$ cat src/rtl/inst_prefetch_if.sv
// Bundle of memory-read handshake, redirect and byte-queue signals between the
// instruction prefetcher (master) and its environment (slave).
interface inst_prefetch_if;
   localparam int unsigned ADDR_W = 16;
   localparam int unsigned DATA_W = 8;
   localparam int unsigned CNT_W  = 5;

   logic              mem_req;
   logic [ADDR_W-1:0] mem_addr;
   logic              mem_ack;
   logic [DATA_W-1:0] mem_data;
   logic              redirect;
   logic [ADDR_W-1:0] redirect_pc;
   logic              pop;
   logic [DATA_W-1:0] q_data;
   logic              q_valid;
   logic [CNT_W-1:0]  q_count;
   logic              full;

   modport master (
      output mem_req, mem_addr, q_data, q_valid, q_count, full,
      input  mem_ack, mem_data, redirect, redirect_pc, pop
   );

   modport slave (
      input  mem_req, mem_addr, q_data, q_valid, q_count, full,
      output mem_ack, mem_data, redirect, redirect_pc, pop
   );
endinterface

$ cat src/rtl/inst_prefetch.sv
// Instruction prefetcher: fetches bytes one at a time from memory into a
// circular byte queue, with flush-and-restart on redirect.
module inst_prefetch #(
   parameter logic [15:0] RESET_PC = 16'h0000,
   parameter int unsigned DEPTH    = 16
) (
   input  logic            clk,
   input  logic            reset,
   inst_prefetch_if.master pf
);
   localparam int unsigned PTR_W = $clog2(DEPTH);
   localparam int unsigned CNT_W = PTR_W + 1;

   typedef enum logic [1:0] {IDLE, REQ, DISCARD} state_t;

   state_t           state;
   state_t           state_nxt;
   logic             req_nxt;
   logic [15:0]      addr_nxt;
   logic [15:0]      pc;
   logic [15:0]      pc_nxt;
   logic             push;
   logic             pop_ok;
   logic [PTR_W-1:0] head;
   logic [PTR_W-1:0] tail;
   logic [CNT_W-1:0] count;
   logic [7:0]       store [DEPTH];

   // A redirect cancels any pop in the same cycle.
   assign pop_ok = pf.pop & (count != '0) & ~pf.redirect;

   // Next-state logic; pc doubles as the latched redirect target in DISCARD.
   always_comb begin
      state_nxt = state;
      addr_nxt  = pf.mem_addr;
      pc_nxt    = pc;
      push      = 1'b0;
      if (pf.redirect) pc_nxt = pf.redirect_pc;
      unique case (state)
         IDLE: begin
            if (pf.redirect) begin
               state_nxt = REQ;
               addr_nxt  = pf.redirect_pc;
            end else if (count < CNT_W'(DEPTH)) begin
               state_nxt = REQ;
               addr_nxt  = pc;
            end
         end
         REQ: begin
            if (pf.redirect) begin
               if (pf.mem_ack) addr_nxt = pf.redirect_pc;
               else            state_nxt = DISCARD;
            end else if (pf.mem_ack) begin
               push   = 1'b1;
               pc_nxt = pc + 16'd1;
               if (CNT_W'(count + CNT_W'(1) - CNT_W'(pop_ok)) < CNT_W'(DEPTH))
                  addr_nxt = pc + 16'd1;
               else
                  state_nxt = IDLE;
            end
         end
         DISCARD: begin
            if (pf.mem_ack) begin
               state_nxt = REQ;
               addr_nxt  = pf.redirect ? pf.redirect_pc : pc;
            end
         end
         default: state_nxt = IDLE;
      endcase
      req_nxt = (state_nxt != IDLE);
   end

   always_ff @(posedge clk or posedge reset) begin
      if (reset) begin
         state       <= IDLE;
         pf.mem_req  <= 1'b0;
         pf.mem_addr <= RESET_PC;
         pc          <= RESET_PC;
      end else begin
         state       <= state_nxt;
         pf.mem_req  <= req_nxt;
         pf.mem_addr <= addr_nxt;
         pc          <= pc_nxt;
      end
   end

   // Queue pointers and occupancy; redirect empties the queue.
   always_ff @(posedge clk or posedge reset) begin
      if (reset) begin
         head  <= '0;
         tail  <= '0;
         count <= '0;
      end else if (pf.redirect) begin
         head  <= '0;
         tail  <= '0;
         count <= '0;
      end else begin
         if (push)   tail <= tail + PTR_W'(1);
         if (pop_ok) head <= head + PTR_W'(1);
         count <= CNT_W'(count + CNT_W'(push) - CNT_W'(pop_ok));
      end
   end

   always_ff @(posedge clk) begin
      if (push) store[tail] <= pf.mem_data;
   end

   assign pf.q_data  = store[head];
   assign pf.q_valid = (count != '0);
   assign pf.q_count = count;
   assign pf.full    = (count == CNT_W'(DEPTH));
endmodule

$ cat src/flat_wrapper.sv
// flat-port wrapper written by rule: the top's interface ports become plain ports
module inst_prefetch_flat 
#(
   parameter logic [15:0] RESET_PC = 16'h0000,
   parameter int unsigned DEPTH    = 16
)
  (clk, reset, pf_mem_req, pf_mem_addr, pf_q_data, pf_q_valid, pf_q_count, pf_full, pf_mem_ack, pf_mem_data, pf_redirect, pf_redirect_pc, pf_pop);
  inst_prefetch_if pf_i ();
  input  logic clk;
  input  logic reset;
  output wire logic [$bits(pf_i.mem_req)-1:0] pf_mem_req;
  output wire logic [$bits(pf_i.mem_addr)-1:0] pf_mem_addr;
  output wire logic [$bits(pf_i.q_data)-1:0] pf_q_data;
  output wire logic [$bits(pf_i.q_valid)-1:0] pf_q_valid;
  output wire logic [$bits(pf_i.q_count)-1:0] pf_q_count;
  output wire logic [$bits(pf_i.full)-1:0] pf_full;
  input wire logic [$bits(pf_i.mem_ack)-1:0] pf_mem_ack;
  input wire logic [$bits(pf_i.mem_data)-1:0] pf_mem_data;
  input wire logic [$bits(pf_i.redirect)-1:0] pf_redirect;
  input wire logic [$bits(pf_i.redirect_pc)-1:0] pf_redirect_pc;
  input wire logic [$bits(pf_i.pop)-1:0] pf_pop;
  assign pf_mem_req = pf_i.mem_req;
  assign pf_mem_addr = pf_i.mem_addr;
  assign pf_q_data = pf_i.q_data;
  assign pf_q_valid = pf_i.q_valid;
  assign pf_q_count = pf_i.q_count;
  assign pf_full = pf_i.full;
  assign pf_i.mem_ack = pf_mem_ack;
  assign pf_i.mem_data = pf_mem_data;
  assign pf_i.redirect = pf_redirect;
  assign pf_i.redirect_pc = pf_redirect_pc;
  assign pf_i.pop = pf_pop;
  inst_prefetch #(.RESET_PC(RESET_PC), .DEPTH(DEPTH)) u_core (.clk(clk), .reset(reset), .pf(pf_i));
endmodule
$ cat config.mk
export PLATFORM = sky130hd
export DESIGN_NAME = inst_prefetch_flat
export DESIGN_NICKNAME = d
export VERILOG_FILES = /design/src/rtl/inst_prefetch_if.sv /design/src/rtl/inst_prefetch.sv /design/src/flat_wrapper.sv
export SDC_FILE = /design/constraint.sdc
export NUM_CORES = 1
export LEC_CHECK = 0
export CAP_MARGIN = 25
export CORE_ASPECT_RATIO = 1.4
export CORE_UTILIZATION = 46
export CTS_CLUSTER_DIAMETER = 150
export CTS_CLUSTER_SIZE = 25
export DETAILED_ROUTE_END_ITERATION = 7
export HOLD_SLACK_MARGIN = 0.08
export PLACE_DENSITY = 0.77
export SLEW_MARGIN = 10
export SYNTH_ARGS = -nofsm -noshare
export SYNTH_HDL_FRONTEND = slang
export SYNTH_SLANG_ARGS = --single-unit
$ cat constraint.sdc
create_clock -name clk -period 3.2 [get_ports clk]
set_clock_uncertainty 0.15 [all_clocks]
set_input_delay 0.8 -clock clk [delete_from_list [all_inputs] [get_ports clk]]
set_output_delay 0.8 -clock clk [all_outputs]
set_load 0.02 [all_outputs]
==> results of run 1 <==
what timing repair did:
action / in CTS / in global routing
pin swaps: 0 / 1
hold endpoints to repair: 0 / 0
endpoints found under the setup margin: 10 / 10
gates cloned: 1 / 0
buffers inserted: 3 / 1
gates resized for setup: 34 / 21
power by group through the flow:
stage / Clock (mW) / Sequential [mW] / Combinational, mW
2_1_floorplan: 0 / 2.98 / 1.46
3_3_place_gp: 0 / 2.88 / 2.40
3_5_place_dp: 0 / 2.89 / 2.46
4_1_cts: 2.17 / 2.85 / 2.51
5_1_grt: 2.26 / 2.88 / 2.75
6_report: 2.13 / 2.86 / 2.52
cells by family (layout without fill, tap and decap cells):
family / after synthesis / after routing / synth area share [%]
DFF: 176 / 176 / 64.28
AOI/OAI and AO/OA: 56 / 56 / 4.193
and+or+nand+nor: 140 / 140 / 9.214
buffers and inverters: 53 / 152 / 2.710
xor gates and xnor gates: 33 / 33 / 3.682
muxes: 53 / 53 / 13.28
adders and majority gates: 16 / 16 / 2.646
metal layers:
layer  part of all wire (%)  GRT usage [%]  up-vias
met5                      0              0        -
met1                     39          24.95     2430
li1                       -              -     2152
met2                     55          38.72      159
met4                    2.4          8.444        0
met3                    4.5          4.067       27
state kept, by name (all words and copies together), names as in the netlist:
name                count
u_core.state            2
u_core.pf.q_count       5
u_core.head             4
u_core.store          128
u_core.tail             4
u_core.pf.mem_addr     16
u_core.pf.mem_req       1
u_core.pc              16
cells in the mapped netlist (all sizes together), types with 3 or more instances:
library cell and count:
edfxtp 128, dfrtp 48, mux4 40, nand2 39, nor2 33, clkbuf 22
xor2 22, o21ai 20, inv 19, a21oi 18, ha 15, nor3 14
buf 12, nand3 12, xnor2 11, mux2 9, nand4 6, and2 5
and4 5, nor2b 5, nor4 5, a31oi 4, mux2i 4, o31ai 4
or3 4, nand2b 3
final cells by class:
cell class                 count  area [sq um]  share of cell area, %
tap                          203         254.0                  2.655
clock buffer                  18         429.2                  4.486
sequential                   176          5049                  52.77
inverter                      19         71.32                 0.7455
timing repair buffer         101         964.7                  10.08
clock inverter                14         177.7                  1.857
multi-input combinational    298          2621                  27.40
stage by stage:
| step | TNS, ns | hold slack (ns) |
|---|---|---|
| after global placement | -0.03104 | 0.3216 |
| after CTS | -0.6806 | 0.3433 |
| final | -0.07021 | 0.3440 |
| after floorplan | 0 | 0.4029 |
| after global routing | -0.5722 | 0.3838 |
| after detailed placement | -0.4720 | 0.3205 |
worst max-delay path, delay by kind of cell (launching register included):
kind / cells / cell delay (ns)
multiplexers: 2 / 1.02
flip-flops: 1 / 0.46
buffers and inverters: 2 / 0.36
how the worst min path moves through the flow:
stage / start / to / slack, ns / depth (start not counted)
floorplan: u_core.tail[0] / u_core.tail[0] / 0.40 / 2
global placement: u_core.pf.mem_addr[10] / u_core.pf.mem_addr[10] / 0.32 / 2
detailed placement: u_core.pf.mem_addr[8] / u_core.pf.mem_addr[8] / 0.32 / 2
CTS: u_core.pf.mem_addr[8] / u_core.pf.mem_addr[8] / 0.34 / 2
global route: u_core.pf.mem_addr[12] / u_core.pf.mem_addr[12] / 0.38 / 2
finish: u_core.pf.mem_addr[6] / u_core.pf.mem_addr[6] / 0.34 / 2
==> flow_summary.toml, run 1 <==
[power]
share_of_power_burned_in_the_clock_network_pct = 28.4
worst_ir_drop_on_vdd_v = 0.0004747
combinationalPowerShare_pct = 33.6
p_int_mw = 5.171
netSwitchingPower_mw = 2.335
static-leakage-power_nw = 3.423
seqPwrFrac_pct = 38.1
finalPower_mw = 7.506
pwr_density_cell_nw_per_um2 = 784.6
swShare_pct = 31.11

[sta]
slew_headroom_pct = 54.66
max_slew.worst_pin.slew_ns = 0.6786
report.final.hold_viol_count = 0
final-max-slew-violation-count = 0
highest_clock_rate_mhz = 310.3
report.final.setup_viol = 5
finalCritPeriodShare_pct = 100.7
setup_slack_ns = -0.02242
final_period_minus_worst_setup_slack_ns = 3.222
rsz0062_at_grt = "true"

[critical_path]
critPathLaunchType = "register"
reg2regPathDepth = 14
critPathCaptureType = "output pin"
crit_path_cell_chain = "buf_8 > mux4_2 > mux4_2 > buf_4"
reg2reg_from = "u_core.pf.q_count[2]"
reg2reg_slack_ns = 0.18
worstPathMaxFanout = 9
cp-endpoint = "pf_q_data[5]"
critPathKind = "reg -> out"
worst_path_largest_cell_delay_ns = 0.55
setup.worst_path.start = "u_core.head[0]"
critPathSlowestCell = "sky130_fd_sc_hd__mux4_2"
cpMostUsedCell = "sky130_fd_sc_hd__mux4_2"
crit-reg2reg-capture = "u_core.pf.q_count[4]"
worst-endpoint-arrival_ns = 2.27
critPathRequiredTime_ns = 2.25

[worst_hold_path]
worst_hold_path_type = "reg -> reg"

[synthesis]
dominantRegCellSynth = "sky130_fd_sc_hd__edfxtp_1"
synth_area_leader_cell = "sky130_fd_sc_hd__edfxtp_1"
net_count_of_the_mapped_netlist = 572
post_syn_instances = 527
netlist_top_cells_area = "sky130_fd_sc_hd__edfxtp_1 (49%), sky130_fd_sc_hd__dfrtp_1 (15%), sky130_fd_sc_hd__mux4_2 (11%)"
ys_ff_latch = 176
fraction_of_synthesized_cell_area_taken_by_the_top_area_cell_type_pct = 48.97
post_synthesis_instance_area_sq_um = 7849
syn-mean-instance-area_sq_um = 14.89
sequential_fraction_of_the_synthesis_area_pct = 64.28
post_synth_edffs = 128
yosys_warnings = 0
synth_cell_type_count = 47
async_reset_ff_share_pct = 27.27

[clock_tree]
cts_hold_buffers = 0
clock_tree.htree_level_count = 4
cts-root-to-sink-buffers = 2
numClockSinks = 176
cts_buffers = 17
cts_tree = "done"
insertion_delay_of_the_later_clocked_pin_in_the_worst_skew_pair_ns = 0.43
clkTransAtPathRegs_ns = 0.07
cts_root_buffer = "sky130_fd_sc_hd__clkbuf_16"

[global_routing]
groute.usage.overall_pct = 21.36
vias_in_the_first_global_route = 5076
antenna_found_initial = 0
grt_overflow = 0
grt_start_max_net_pins = 36
first_pass_grt_wire_length_mm = 27.77

[floorplan]
initial_cell_density_of_the_core_pct = 46.87
fp.coreArea_sq_um = 16750
top_level_ports = 61
die_y_um = 156.6
floorplan.die.width_um = 112.4
floorplan.rows = 56
floorplan.die_area_sq_um = 17600

[run_status]
run_status = "finished with violations"
violations_in_the_final_reports = "setup timing"

[finish]
antenna_diode_count = 0
stdcell_count = 829
fillerInstances = 1265
design.final.nets = 658
final_core_util_pct = 57.13
drive_gt1_share_pct = 22.84
synth_to_layout_area_growth_pct = 21.89
finalInstanceArea_sq_um = 9567
most-common-layout-cells = "sky130_fd_sc_hd__edfxtp_1 (128), sky130_fd_sc_hd__clkdlybuf4s50_1 (51), sky130_fd_sc_hd__dfrtp_1 (45), sky130_fd_sc_hd__mux4_2 (40), sky130_fd_sc_hd__nand2_1 (39)"
most_common_cell_after_layout_fill_and_taps_aside = "sky130_fd_sc_hd__edfxtp_1"

[routing]
dr.first_iter.drc_count = 348
finalWirelength_mm = 17.28
num_vias = 4768
detail_route.first_pass.iterations = 4
avgRoutedWirePerCell_um = 20.84
drcViolationCount = 0
routed_vias_inst = 5.752
drt.antenna.violating_nets = 0

[placed_design]
place_worst_setup_slack_ns = -0.09582
placement.io_buffers = 60
gp_congestion = 0.8305
post-place-cells = 793
place_hpwl_mm = 11.37
placed_area_sq_um = 8902

[run]
max-cap-violations = 0
No activity file was read; power rests on OpenSTA's default activity.
==> inputs of run 2 (changes only) <==
--- a/config.mk
+++ b/config.mk
@@ -11,9 +11,10 @@
 export CTS_CLUSTER_DIAMETER = 150
 export CTS_CLUSTER_SIZE = 25
 export DETAILED_ROUTE_END_ITERATION = 7
+export GPL_TIMING_DRIVEN = 0
 export HOLD_SLACK_MARGIN = 0.08
 export PLACE_DENSITY = 0.77
-export SLEW_MARGIN = 10
+export RECOVER_POWER = 50
 export SYNTH_ARGS = -nofsm -noshare
 export SYNTH_HDL_FRONTEND = slang
 export SYNTH_SLANG_ARGS = --single-unit
==> flow_summary.toml, run 2 (synthesis results as in run 1) <==
[critical_path]
worst_path_largest_cell_delay_ns = 0.51
critPathCaptureType = "output pin"
critPathRequiredTime_ns = 2.25
cpMostUsedCell = "sky130_fd_sc_hd__mux4_2"
worstPathMaxFanout = 7
critPathSlowestCell = "sky130_fd_sc_hd__mux4_2"
path_delay_family = "multiplexers"
crit_path_cell_chain = "buf_12 > clkbuf_16 > mux4_2 > mux4_2 > buf_6"
worst-endpoint-arrival_ns = 2.34
critical_path_buf_inv_count = 3
critPathKind = "reg -> out"
critPathLaunchType = "register"

[sta]
final-max-slew-violation-count = 0
finalCritPeriodShare_pct = 102.9
highest_clock_rate_mhz = 303.7
max_slew.worst_pin.slew_ns = 0.8637
rsz0062_at_grt = "true"
slew_headroom_pct = 42.36
report.final.setup_viol = 17
setup_slack_ns = -0.09321
report.final.hold_viol_count = 0
final_period_minus_worst_setup_slack_ns = 3.293

[clock_tree]
clock_tree.htree_level_count = 4
cts_tree = "done"
clkTransAtPathRegs_ns = 0.06
cts_hold_buffers = 0
cts-root-to-sink-buffers = 2
numClockSinks = 176
insertion_delay_of_the_later_clocked_pin_in_the_worst_skew_pair_ns = 0.43
cts_root_buffer = "sky130_fd_sc_hd__clkbuf_16"
cts_buffers = 17

[routing]
detail_route.first_pass.iterations = 4
dr.first_iter.drc_count = 385
finalWirelength_mm = 17.93
routed_vias_inst = 5.703
drt.antenna.violating_nets = 0
drcViolationCount = 0
avgRoutedWirePerCell_um = 21.30
num_vias = 4802

[placed_design]
gp_congestion = 0.8718
placement.io_buffers = 60
place_hpwl_mm = 12.24
placed_area_sq_um = 8806

[power]
static-leakage-power_nw = 3.442
pwr_density_cell_nw_per_um2 = 799.5
worst_ir_drop_on_vdd_v = 0.0004312
finalPower_mw = 7.788

[run_status]
run_status = "finished with violations"
violations_in_the_final_reports = "setup timing"

[floorplan]
floorplan.rows = 56
die_y_um = 156.6
top_level_ports = 61
fp.coreArea_sq_um = 16750
initial_cell_density_of_the_core_pct = 46.87
floorplan.die_area_sq_um = 17600
floorplan.die.width_um = 112.4

[global_routing]
grt_overflow = 0
grt_start_max_net_pins = 27
vias_in_the_first_global_route = 5107
groute.usage.overall_pct = 21.46
first_pass_grt_wire_length_mm = 27.72
antenna_found_initial = 0

[finish]
synth_to_layout_area_growth_pct = 24.12
regMostFlops = "u_core.store"
antenna_diode_count = 0
finalInstanceArea_sq_um = 9742
design.final.nets = 671
most_common_cell_after_layout_fill_and_taps_aside = "sky130_fd_sc_hd__edfxtp_1"
largest_register_ffs = 128
drive_gt1_share_pct = 23.47
largestRegisters = "u_core.store (128), u_core.pc (16), u_core.pf.mem_addr (16)"
most-common-layout-cells = "sky130_fd_sc_hd__edfxtp_1 (128), sky130_fd_sc_hd__dfrtp_1 (45), sky130_fd_sc_hd__mux4_2 (40), sky130_fd_sc_hd__clkdlybuf4s50_1 (40), sky130_fd_sc_hd__nand2_1 (39)"

[worst_hold_path]
worst_hold_path_type = "reg -> reg"

[run]
max-cap-violations = 0
run 2: worst register-to-register path: stages (launching register included):
cell	delay [ns]
sky130_fd_sc_hd__dfrtp_2	0.42
sky130_fd_sc_hd__inv_2	0.08
sky130_fd_sc_hd__ha_2	0.17
sky130_fd_sc_hd__or4b_4	0.51
sky130_fd_sc_hd__nand3_4	0.13
sky130_fd_sc_hd__inv_1	0.05
sky130_fd_sc_hd__ha_1	0.26
sky130_fd_sc_hd__inv_1	0.04
sky130_fd_sc_hd__ha_2	0.20
sky130_fd_sc_hd__fa_2	0.37
sky130_fd_sc_hd__a21oi_2	0.13
sky130_fd_sc_hd__nor2_1	0.05
sky130_fd_sc_hd__nor2_1	0.13
sky130_fd_sc_hd__xor2_1	0.16
sky130_fd_sc_hd__nor2_1	0.06
run 2: timing repair:
item	4_1_cts	5_1_grt
gates cloned	2	2
resized for setup	74	41
endpoints found under the setup margin	31	75
setup buffers	8	2
pin swaps	2	2
run 2: power by group:
| part | internal (mW) | switching [mW] | leakage (nW) |
|---|---|---|---|
| logic | 1.46 | 1.46 | 1.44 |
| clock network | 1.22 | 0.830 | 0.271 |
| registers | 2.66 | 0.163 | 1.73 |
| total | 5.34 | 2.45 | 3.44 |
run 2: per-layer routing:
metal / track usage [%] / wire length (um)
met3: 4.376 / 840
met2: 40.82 / 10190
met4: 7.873 / 331
met1: 23.43 / 6571
met5: 0 / 0
run 2: final cells by class:
type                            instances  area, sq um
Buffer                                 32        246.5
Clock buffer                           20        436.7
Clock inverter                         12        141.4
Tap cell                              203        254.0
Sequential cell                       176         5049
Fill cell                            1266         7004
Timing Repair Buffer                   82        820.8
Multi-Input combinational cell        298         2723
Inverter                               19        71.32
run 2: final timing paths:
path / start / end / slack, ns / cells past startpoint
min in group asynchronous: reset / u_core.pf.mem_addr[2] / 0.85 / 2
setup / recovery: u_core.head[0] / pf_q_data[6] / -0.09 / 5
max in group asynchronous: reset / u_core.head[1] / 0.82 / 3
hold / removal: u_core.pf.mem_addr[2] / u_core.pf.mem_addr[2] / 0.35 / 2
hold reg to reg: u_core.pf.mem_addr[2] / u_core.pf.mem_addr[2] / 0.35 / 2
setup reg to reg: u_core.pf.q_count[3] / u_core.pf.q_count[4] / 0.15 / 14
run 2: metrics by stage:
step	worst slack (ns)	utilization, %	TNS (ns)	instances	hold WS, ns
after floorplan	0.01224	-	0	527	0.4029
after global placement	-1.156	52.11	-70.50	790	0.3220
after detailed placement	-1.218	52.59	-55.84	799	0.3259
after CTS	-0.1548	57.17	-1.060	839	0.3512
after global routing	-0.1835	58.17	-3.914	842	0.3833
final	-0.09321	58.17	-1.209	842	0.3469
